--- config.mk ---
export PLATFORM = sky130hd
export DESIGN_NAME = enum_load_fsm
export DESIGN_NICKNAME = d
export VERILOG_FILES = /design/src/rtl/enum_load_fsm.sv
export SDC_FILE = /design/constraint.sdc
export NUM_CORES = 1
export LEC_CHECK = 0
export BUFFER_PORTS_ARGS = -buffer_cell sky130_fd_sc_hd__buf_2
export CORE_ASPECT_RATIO = 1.4
export CORE_UTILIZATION = 47
export CTS_CLUSTER_DIAMETER = 60
export DETAILED_ROUTE_END_ITERATION = 8
export GPL_ROUTABILITY_DRIVEN = 0
export GPL_TIMING_DRIVEN = 1
export PLACE_DENSITY_LB_ADDON = 0.05
export SETUP_SLACK_MARGIN = 0.05
export SYNTH_ARGS = -nofsm -noshare
export SYNTH_HDL_FRONTEND = slang
export SYNTH_SLANG_ARGS = --single-unit
--- constraint.sdc ---
create_clock -name clk -period 2.2 [get_ports clk]
set_input_delay 0.33 -clock clk [delete_from_list [all_inputs] [get_ports clk]]
set_output_delay 0.33 -clock clk [all_outputs]
set_load 0.005 [all_outputs]
--- src/rtl/enum_load_fsm.sv ---
// Load sequencer: gathers DEPTH words of WIDTH bits after start, then holds the packed packet until it is consumed.
// Latency: out_valid DEPTH+1 cycles after start at the earliest; in_ready/out_valid decode straight from the state.
module enum_load_fsm #(
  parameter int WIDTH    = 8,
  parameter int DEPTH    = 4,
  parameter int ENCODING = 0,
  localparam int SW      = (ENCODING == 1) ? 3 : 2
) (
  input  logic                   clk,
  input  logic                   rst,
  input  logic                   start,
  input  logic                   abort,
  input  logic                   in_valid,
  output logic                   in_ready,
  input  logic [WIDTH-1:0]       in_data,
  output logic                   out_valid,
  input  logic                   out_ready,
  output logic [WIDTH*DEPTH-1:0] out_data,
  output logic [SW-1:0]          state_o,
  output logic                   illegal_o,
  output logic                   err_sticky
);

  localparam int CW = $clog2(DEPTH + 1);

  localparam logic [SW-1:0] WAITE_E = (ENCODING == 1) ? SW'(1) : SW'(0);
  localparam logic [SW-1:0] LOAD_E  = (ENCODING == 1) ? SW'(2) : SW'(1);
  localparam logic [SW-1:0] READY_E = (ENCODING == 1) ? SW'(4) : SW'(2);

  typedef enum logic [SW-1:0] {
    WAITE = WAITE_E,
    LOAD  = LOAD_E,
    READY = READY_E
  } state_t;

  // Kept as a raw vector so that any non-label value it may hold is still decoded.
  logic [SW-1:0]          state_q;
  state_t                 state_d;
  logic [CW-1:0]          cnt_q, cnt_d;
  logic [WIDTH*DEPTH-1:0] data_q, data_d;
  logic                   err_q;
  logic                   illegal;

  always_ff @(posedge clk or posedge rst) begin
    if (rst) begin
      state_q <= WAITE;
      cnt_q   <= '0;
      data_q  <= '0;
      err_q   <= 1'b0;
    end else begin
      state_q <= state_d;
      cnt_q   <= cnt_d;
      data_q  <= data_d;
      err_q   <= err_q | illegal;
    end
  end

  always_comb begin
    state_d = WAITE;
    cnt_d   = cnt_q;
    data_d  = data_q;
    illegal = 1'b0;
    unique case (state_q)
      WAITE: begin
        state_d = WAITE;
        if (start) begin
          state_d = LOAD;
          cnt_d   = '0;
          data_d  = '0;
        end
      end
      LOAD: begin
        state_d = LOAD;
        // abort wins over a word offered in the same cycle
        if (abort) begin
          state_d = WAITE;
          cnt_d   = '0;
        end else if (in_valid) begin
          data_d[int'(cnt_q)*WIDTH +: WIDTH] = in_data;
          cnt_d = cnt_q + CW'(1);
          if (cnt_q == CW'(DEPTH - 1)) begin
            state_d = READY;
          end
        end
      end
      READY: begin
        state_d = out_ready ? WAITE : READY;
      end
      default: begin
        illegal = 1'b1;
        state_d = WAITE;
        cnt_d   = '0;
      end
    endcase
  end

  assign in_ready   = (state_q == LOAD);
  assign out_valid  = (state_q == READY);
  assign out_data   = data_q;
  assign state_o    = state_q;
  assign illegal_o  = illegal;
  assign err_sticky = err_q;

endmodule

==> flow_metrics.tcl, run 1 <==
set metrics [dict create \
    grt_max_degree 39 \
    slew_headroom_pct 53.0 \
    detail_route.vias_per_cell 6.08 \
    finalMaxSlewViolations 0 \
    cts_resized 0 \
    antenna_found_initial 0 \
    path_max_fanout 8 \
    finalHoldViolations 0 \
    avgSynthCellArea_sq_um 10.6 \
    overflow 0 \
    synth_edf_count 0 \
    synthArstFlopShare_pct 100 \
    dr_total_vias 1762 \
    cp_num_buf_inv 1 \
    final_area_sq_mm 0.00244 \
    num_antenna_cells 0 \
    period_minus_slack_ns 2.02 \
    place_worst_setup_slack_ns 0.173 \
    seq_area_frac_synth_pct 46.4 \
    drt-initial-drc-count 116 \
    antenna_left 0 \
    wl_um 4970 \
    synthCells 193 \
    post-route-period-util_pct 92.0 \
    cts-buffers-inserted 5 \
    fin_skew_ns 0.00680 \
    cts_hold_buf 0 \
    drive_gt1_share_pct 35.1 \
    crit_path_end_kind "register" \
    status "complete, but fails checks" \
    postCtsSetupBuffers 0 \
    dp_hpwl_um 3590 \
    worstPathCellList "inv_1 > ha_1 > ha_1 > or4b_4 > o211ai_2 > nand3_1" \
    clk_path_buf_depth 2 \
    areaGrowthSynthToFinish_pct 19.2 \
    critPathMostFrequentCell "ha_1" \
    hp-class "in -> async" \
    hold-worst-slack_ns 0.142 \
    fin_cells 290 \
    crit_slowest_cell "or4b_4" \
    insertion_delay_ns 0.29 \
    setup.worst_path.start_class "register" \
    design.portCount 52 \
    num_rows 28 \
    placed_cells 282 \
    rsz0062_at_grt "false" \
    cp.required_ns 2.38 \
    ys_types 37 \
    firstDrtPassIters 6 \
    synth_area_leaders "dfrtp_1 46%, nand3_1 7.8%, nand4_1 4.9%" \
    finalWorstSetupSlack_ns 0.176 \
    clk_pin_slew_ns 0.08 \
    final_nets 262 \
    syn_area_sq_mm 0.00205 \
    finalPower_mw 2.22 \
    tns_ns 0 \
    fillers 382 \
    ys.flop_type "dfrtp_1" \
    clock_sinks 38 \
    die_x_um 57.8 \
    track_usage_pct 23.8 \
    die_area_sq_mm 0.00463 \
    htree_levels 2 \
    cts_tree "done" \
    worstPathArrival_ns 2.21 \
    initial_core_util_pct 48.8 \
    dpl-instance-area_sq_mm 0.00235 \
    power.density_mw_per_mm2 908 \
    cts_root_buffer "clkbuf_8" \
    cellLeakagePower_nw 1.23 \
    yosys_warnings 0 \
    violations "DRC" \
    core_area_sq_mm 0.00420 \
    vdd_ir_drop_max_v 0.000558 \
    syn_nets 211 \
    synth_top_area_share_pct 46.4 \
    worst_path_largest_cell_delay_ns 0.66 \
    wl_per_cell_um 17.1 \
    grt_pass1_wl_um 8270 \
    ys_ff_latch 38 \
    post-route-drc-count 7 \
    clock.fmax_mhz 494 \
    synth_top_area_cell "dfrtp_1" \
    drv_cap 0 \
    setup_violations 0 \
    crit_type "reg -> reg" \
    grt_pass1_vias 1746 \
    post-route-util_pct 58.2 \
    tightest_slew_ns 0.705 \
    crit_family "simple AND/OR/NAND/NOR gates" \
    fp.dieH_um 80.2 \
    placement.io_buffers 51 \
]
-- layout by cell type, fill, tap and decap left out, types with 4 or more instances in the layout --
cell type and instances:
nand4_1 16, mux2i_1 8, ha_1 4, dfrtp_1 38, buf_2 51, clkbuf_8 6
o211ai_1 8, nand3_1 32, inv_1 12, o211ai_2 8, nand2_1 9, buf_4 11
a32o_1 8
-- synth_stat cells (3+ instances only) --
| library cell | n |
|---|---|
| a32o_1 | 8 |
| buf_2 | 10 |
| buf_6 | 4 |
| dfrtp_1 | 38 |
| ha_1 | 4 |
| inv_1 | 12 |
| mux2_1 | 3 |
| mux2i_1 | 8 |
| nand2_1 | 9 |
| nand3_1 | 32 |
| nand4_1 | 16 |
| nor4bb_1 | 3 |
| o211ai_1 | 8 |
| o211ai_2 | 8 |
-- sequential cells by signal, summed over array words and instances (netlist names) --
name        flops
out_data       32
cnt_q           3
state_o         2
err_sticky      1
-- worst reg2reg max path, stage by stage, from the launching register on --
cell      delay (ns)
dfrtp_1         0.40
inv_1           0.06
ha_1            0.18
ha_1            0.35
or4b_4          0.66
o211ai_2        0.18
nand3_1         0.09
-- cell type report --
type                    instances  area, sq um  share of cell area [%]
multi-input cells             124          956                    39.1
repair buffers                 62          338                    13.8
inverters                      13         48.8                    2.00
well taps                      45         56.3                    2.30
flip-flops and latches         38          951                    38.9
clock inverters                 2         12.5                   0.512
clock buffers                   6         82.6                    3.38
-- layer usage --
metal | GRT usage (%) | wire length, um
met5 | 0 | 0
met4 | 9.52 | 79
met3 | 4.03 | 222
met2 | 42.6 | 2720
met1 | 27.7 | 1950
-- kinds of logic (layout without fill, tap and decap cells) --
| family | after synthesis | count (layout) | synth area share [%] |
|---|---|---|---|
| and+or+nand+nor | 81 | 81 | 23.7 |
| DFF | 38 | 38 | 46.4 |
| buffers and inverters | 31 | 83 | 7.75 |
| AOI/OAI and AO/OA | 28 | 28 | 14.2 |
| muxes | 11 | 11 | 5.55 |
| adders and majority gates | 4 | 4 | 2.44 |
-- final timing paths --
path | from | to | slack, ns | cells after the start
setup / recovery | cnt_q[1]$_DFFE_PP0P_ | out_data[1]$_DFFE_PP0P_ | 0.18 | 6
hold / removal | rst | out_data[30]$_DFFE_PP0P_ | 0.14 | 3
setup reg to reg | cnt_q[1]$_DFFE_PP0P_ | out_data[1]$_DFFE_PP0P_ | 0.18 | 6
hold reg to reg | err_sticky$_DFF_PP0_ | err_sticky$_DFF_PP0_ | 0.48 | 1
max in group asynchronous | rst | out_data[4]$_DFFE_PP0P_ | 1.72 | 3
min in group clk | start | state_o[0]$_DFF_PP0_ | 0.28 | 3
-- report_power, final --
group	internal [mW]	switching [mW]
clock	0.252	0.252
sequential	0.844	0.118
combinational	0.333	0.421
total	1.43	0.792
No activity file was read; power rests on OpenSTA's default activity.
==> run 2, diff against run 1 <==
Settings changed: BUFFER_PORTS_ARGS -buffer_cell sky130_fd_sc_hd__buf_2 to -buffer_cell sky130_fd_sc_hd__clkbuf_2, PLACE_DENSITY set to 0.81, PLACE_DENSITY_LB_ADDON 0.05 to not set.
==> flow_metrics.tcl, run 2 (same netlist as run 1, synthesis figures left out) <==
set metrics [dict create \
    insertion_delay_ns 0.29 \
    cellLeakagePower_nw 1.23 \
    finalHoldViolations 0 \
    fp.dieH_um 80.2 \
    cp.required_ns 2.37 \
    die_area_sq_mm 0.00463 \
    firstDrtPassIters 9 \
    initial_core_util_pct 48.8 \
    htree_levels 2 \
    path_max_fanout 8 \
    clk_pin_slew_ns 0.08 \
    mostFrequentLayoutCells "51 x clkbuf_2, 38 x dfrtp_1, 32 x nand3_1, 16 x nand4_1, 12 x inv_1" \
    wl_per_cell_um 16.9 \
    clock_sinks 38 \
    grt_max_degree 39 \
    areaGrowthSynthToFinish_pct 21.3 \
    fin_skew_ns 0.00879 \
    period_minus_slack_ns 2.05 \
    grt_pass1_wl_um 7780 \
    clk_path_buf_depth 2 \
    postCtsSetupBuffers 0 \
    num_rows 28 \
    antenna_found_initial 0 \
    crit_type "reg -> reg" \
    dr_total_vias 1745 \
    largest_reg_flops 32 \
    vdd_ir_drop_max_v 0.000439 \
    crit_path_end_kind "register" \
    cts_hold_buf 0 \
    wl_um 4900 \
    cts_tree "done" \
    violations "DRC" \
    finalMaxSlewViolations 0 \
    finalPower_mw 2.44 \
    grt_pass1_vias 1677 \
    die_x_um 57.8 \
    cts-buffers-inserted 5 \
    design.portCount 52 \
    worstPathArrival_ns 2.22 \
    power.density_mw_per_mm2 983 \
    drt-initial-drc-count 87 \
    dp_hpwl_um 3450 \
    post-route-period-util_pct 93.1 \
    final_nets 262 \
    drv_cap 0 \
    num_antenna_cells 0 \
    cts_root_buffer "clkbuf_8" \
    core_area_sq_mm 0.00420 \
    track_usage_pct 21.9 \
    rsz0062_at_grt "false" \
    slew_headroom_pct 50.3 \
    drive_gt1_share_pct 35.1 \
    cts_resized 0 \
    r2r_cells 6 \
    antenna_left 0 \
    overflow 0 \
    clock.fmax_mhz 488 \
    final_common_cell "clkbuf_2" \
    tns_ns 0 \
    tightest_slew_ns 0.745 \
    setup.worst_path.start_class "register" \
    post-route-drc-count 3 \
    setup_violations 0 \
    hp-class "in -> async" \
    status "complete, but fails checks" \
    detail_route.vias_per_cell 6.02 \
    placement.io_buffers 51 \
]
run 2: changes by cell type in the layout (fill, tap and decap cells not counted):
cell / delta
clkbuf_8: -1
clkbuf_2: +51
clkinvlp_4: -1
clkinv_2: -1
bufinv_16: +2
buf_2: -51
clkinv_4: +1
run 2: final cells by class:
class / instances / area, sq um
fillers: 360 / 1720
flip-flops and latches: 38 / 951
repair buffers: 62 / 338
clock inverters: 3 / 68.8
inverters: 13 / 48.8
multi-input cells: 124 / 956
well taps: 45 / 56.3
clock buffers: 5 / 68.8
run 2: layer usage:
layer  global-route usage (%)  share of wire (%)  wire, um
met5                        0                  0         0
met4                     9.52                1.6        76
met3                     3.22                4.6       223
met2                     37.5                 54      2630
met1                     26.8                 40      1970
run 2: where the power goes:
part	switching [mW]	total, mW	leakage, nW	internal (mW)
sequential	0.140	0.983	0.513	0.843
combinational	0.415	0.745	0.648	0.330
clock	0.261	0.715	0.0683	0.454
total	0.816	2.44	1.23	1.63
run 2: path summary, 6_finish.rpt:
| check | startpoint | end | slack (ns) |
|---|---|---|---|
| max in group asynchronous | rst | out_data[16]$_DFFE_PP0P_ | 1.71 |
| worst min-delay path | rst | err_sticky$_DFF_PP0_ | 0.14 |
| worst max register to register | cnt_q[1]$_DFFE_PP0P_ | out_data[4]$_DFFE_PP0P_ | 0.15 |
| min in group clk | start | state_o[0]$_DFF_PP0_ | 0.29 |
| worst max-delay path | cnt_q[1]$_DFFE_PP0P_ | out_data[4]$_DFFE_PP0P_ | 0.15 |
| worst min register to register | err_sticky$_DFF_PP0_ | err_sticky$_DFF_PP0_ | 0.48 |
run 2: critical path, stage by stage (launching register included):
cell      delay [ns]
dfrtp_1         0.40
inv_1           0.06
ha_1            0.17
ha_1            0.36
or4b_4          0.67
o211ai_2        0.18
nand3_1         0.10
run 2: metrics by stage:
stage / utilization, % / instances / setup WS [ns] / hold slack, ns / area, sq um
2_1_floorplan: - / 193 / 0.173 / 0.461 / 2050
3_3_place_gp: 55.9 / 282 / 0.246 / 0.447 / 2350
3_5_place_dp: 55.9 / 282 / 0.157 / 0.460 / 2350
4_1_cts: 59.2 / 290 / 0.155 / 0.152 / 2490
5_1_grt: 59.2 / 290 / 0.0529 / 0.196 / 2490
6_report: 59.2 / 290 / 0.152 / 0.141 / 2490
==> run 3, diff against run 2 <==
Settings changed: CORE_MARGIN set to 3.
==> flow_metrics.tcl, run 3 (same netlist as run 1, synthesis figures left out) <==
set metrics [dict create \
    post-route-drc-count 0 \
    setup.worst_path.start_class "register" \
    post-route-period-util_pct 92.0 \
    path_max_fanout 8 \
    dpl-instance-area_sq_mm 0.00235 \
    antenna_left 0 \
    initial_core_util_pct 50.6 \
    cts_root_buffer "clkbuf_8" \
    status "complete, no violations" \
    slew_headroom_pct 53.0 \
    cellLeakagePower_nw 1.23 \
    design.portCount 52 \
    largest_reg_flops 32 \
    finalWorstSetupSlack_ns 0.175 \
    p_sw_uw 797 \
    antenna_found_initial 0 \
    cts_tree "done" \
    final_nets 262 \
    drive_gt1_share_pct 35.1 \
    place_worst_setup_slack_ns 0.193 \
    grt_pass1_vias 1670 \
    wl_um 4850 \
    drt-initial-drc-count 103 \
    crit_slowest_cell "or4b_4" \
    crit_path_end_kind "register" \
    finalPower_mw 2.46 \
    power.density_mw_per_mm2 987 \
    track_usage_pct 20.2 \
    overflow 0 \
    cts_resized 0 \
    placement.io_buffers 51 \
    clock.fmax_mhz 494 \
    dp_hpwl_um 3460 \
    cp.required_ns 2.38 \
    clk_path_buf_depth 2 \
    final_area_sq_mm 0.00249 \
    pwr-share-seq_pct 39.5 \
    rsz0062_at_grt "false" \
    placed_cells 280 \
    die_x_um 61.8 \
    critPathMostFrequentCell "ha_1" \
    firstDrtPassIters 5 \
    setup_violations 0 \
    final_common_cell "clkbuf_2" \
    cts_hold_buf 0 \
    intPower_mw 1.66 \
    htree_levels 2 \
    postCtsSetupBuffers 0 \
    pwr-share-clk_pct 29.9 \
    worstPathArrival_ns 2.20 \
    clk_pin_slew_ns 0.08 \
    drv_cap 0 \
    vdd_ir_drop_max_v 0.000392 \
    cp_num_buf_inv 1 \
    num_antenna_cells 0 \
    crit_family "simple AND/OR/NAND/NOR gates" \
    grt_max_degree 39 \
    mostFrequentLayoutCells "51 x clkbuf_2, 38 x dfrtp_1, 32 x nand3_1, 16 x nand4_1, 12 x inv_1" \
    hp-class "in -> async" \
    tightest_slew_ns 0.705 \
    tns_ns 0 \
    period_minus_slack_ns 2.03 \
    finalMaxSlewViolations 0 \
    detail_route.vias_per_cell 5.99 \
    wl_per_cell_um 16.8 \
    fillers 340 \
    switching_share_pct 32.5 \
    combPwrFrac_pct 30.6 \
    fp.dieH_um 84.2 \
    cts-buffers-inserted 5 \
    worstPathCellList "inv_1 > ha_1 > ha_1 > or4b_4 > o211ai_2 > nand3_1" \
    core_area_sq_mm 0.00405 \
    num_rows 27 \
    die_area_sq_mm 0.00520 \
    insertion_delay_ns 0.29 \
    fin_skew_ns 0.00725 \
    grt_pass1_wl_um 7990 \
    finalHoldViolations 0 \
    clock_sinks 38 \
    fin_cells 288 \
    worst_path_largest_cell_delay_ns 0.66 \
    dr_total_vias 1724 \
    areaGrowthSynthToFinish_pct 21.4 \
    crit_type "reg -> reg" \
]
[run 3: changes by cell type in the layout (fill, tap and decap cells not counted)]
| cell | change |
|---|---|
| clkbuf_8 | +1 |
| clkinv_4 | -1 |
[run 3: worst paths after layout]
kind | start | cells past startpoint | slack [ns] | end
min reg2reg | err_sticky$_DFF_PP0_ | 1 | 0.47 | err_sticky$_DFF_PP0_
max reg2reg | cnt_q[1]$_DFFE_PP0P_ | 6 | 0.17 | out_data[0]$_DFFE_PP0P_
min in group clk | start | 3 | 0.28 | state_o[0]$_DFF_PP0_
max in group asynchronous | rst | 3 | 1.74 | out_data[4]$_DFFE_PP0P_
min | rst | 3 | 0.13 | out_data[23]$_DFFE_PP0P_
max | cnt_q[1]$_DFFE_PP0P_ | 6 | 0.17 | out_data[0]$_DFFE_PP0P_
[run 3: worst register-to-register path: stages (launching register included)]
cell and delay [ns]:
dfrtp_1 0.39, inv_1 0.06, ha_1 0.18, ha_1 0.35, or4b_4 0.66, o211ai_2 0.18, nand3_1 0.10
[run 3: cell type report]
type | instances | area [sq um] | area share, %
clock buffer | 6 | 82.6 | 3.32
timing repair buffer | 62 | 338 | 13.6
inverter | 13 | 48.8 | 1.96
tap | 43 | 53.8 | 2.16
sequential | 38 | 951 | 38.2
clock inverter | 2 | 60.1 | 2.41
multi-input combinational | 124 | 956 | 38.4
[run 3: layer usage]
layer,part of all wire (%),up-vias,wire (um),track usage (%)
met5,0,-,0,0
met4,2.2,0,107,8.88
met3,4.4,9,213,4.92
met2,52,56,2510,32.6
met1,42,834,2020,24.8
li1,-,825,-,-
[run 3: through the flow]
step / util, % / hold WS [ns]
detailed placement: 57.9 / 0.457
global placement: 57.9 / 0.448
CTS: 61.4 / 0.142
global route: 61.4 / 0.175
finish: 61.4 / 0.128
floorplan: - / 0.461
[run 3: power by group through the flow]
stage / sequential [mW] / combinational, mW / clock (mW)
global route: 0.994 / 0.831 / 0.776
detailed placement: 0.983 / 0.751 / 0
global placement: 0.975 / 0.732 / 0
floorplan: 0.979 / 0.487 / 0
CTS: 0.971 / 0.756 / 0.748
finish: 0.971 / 0.751 / 0.735
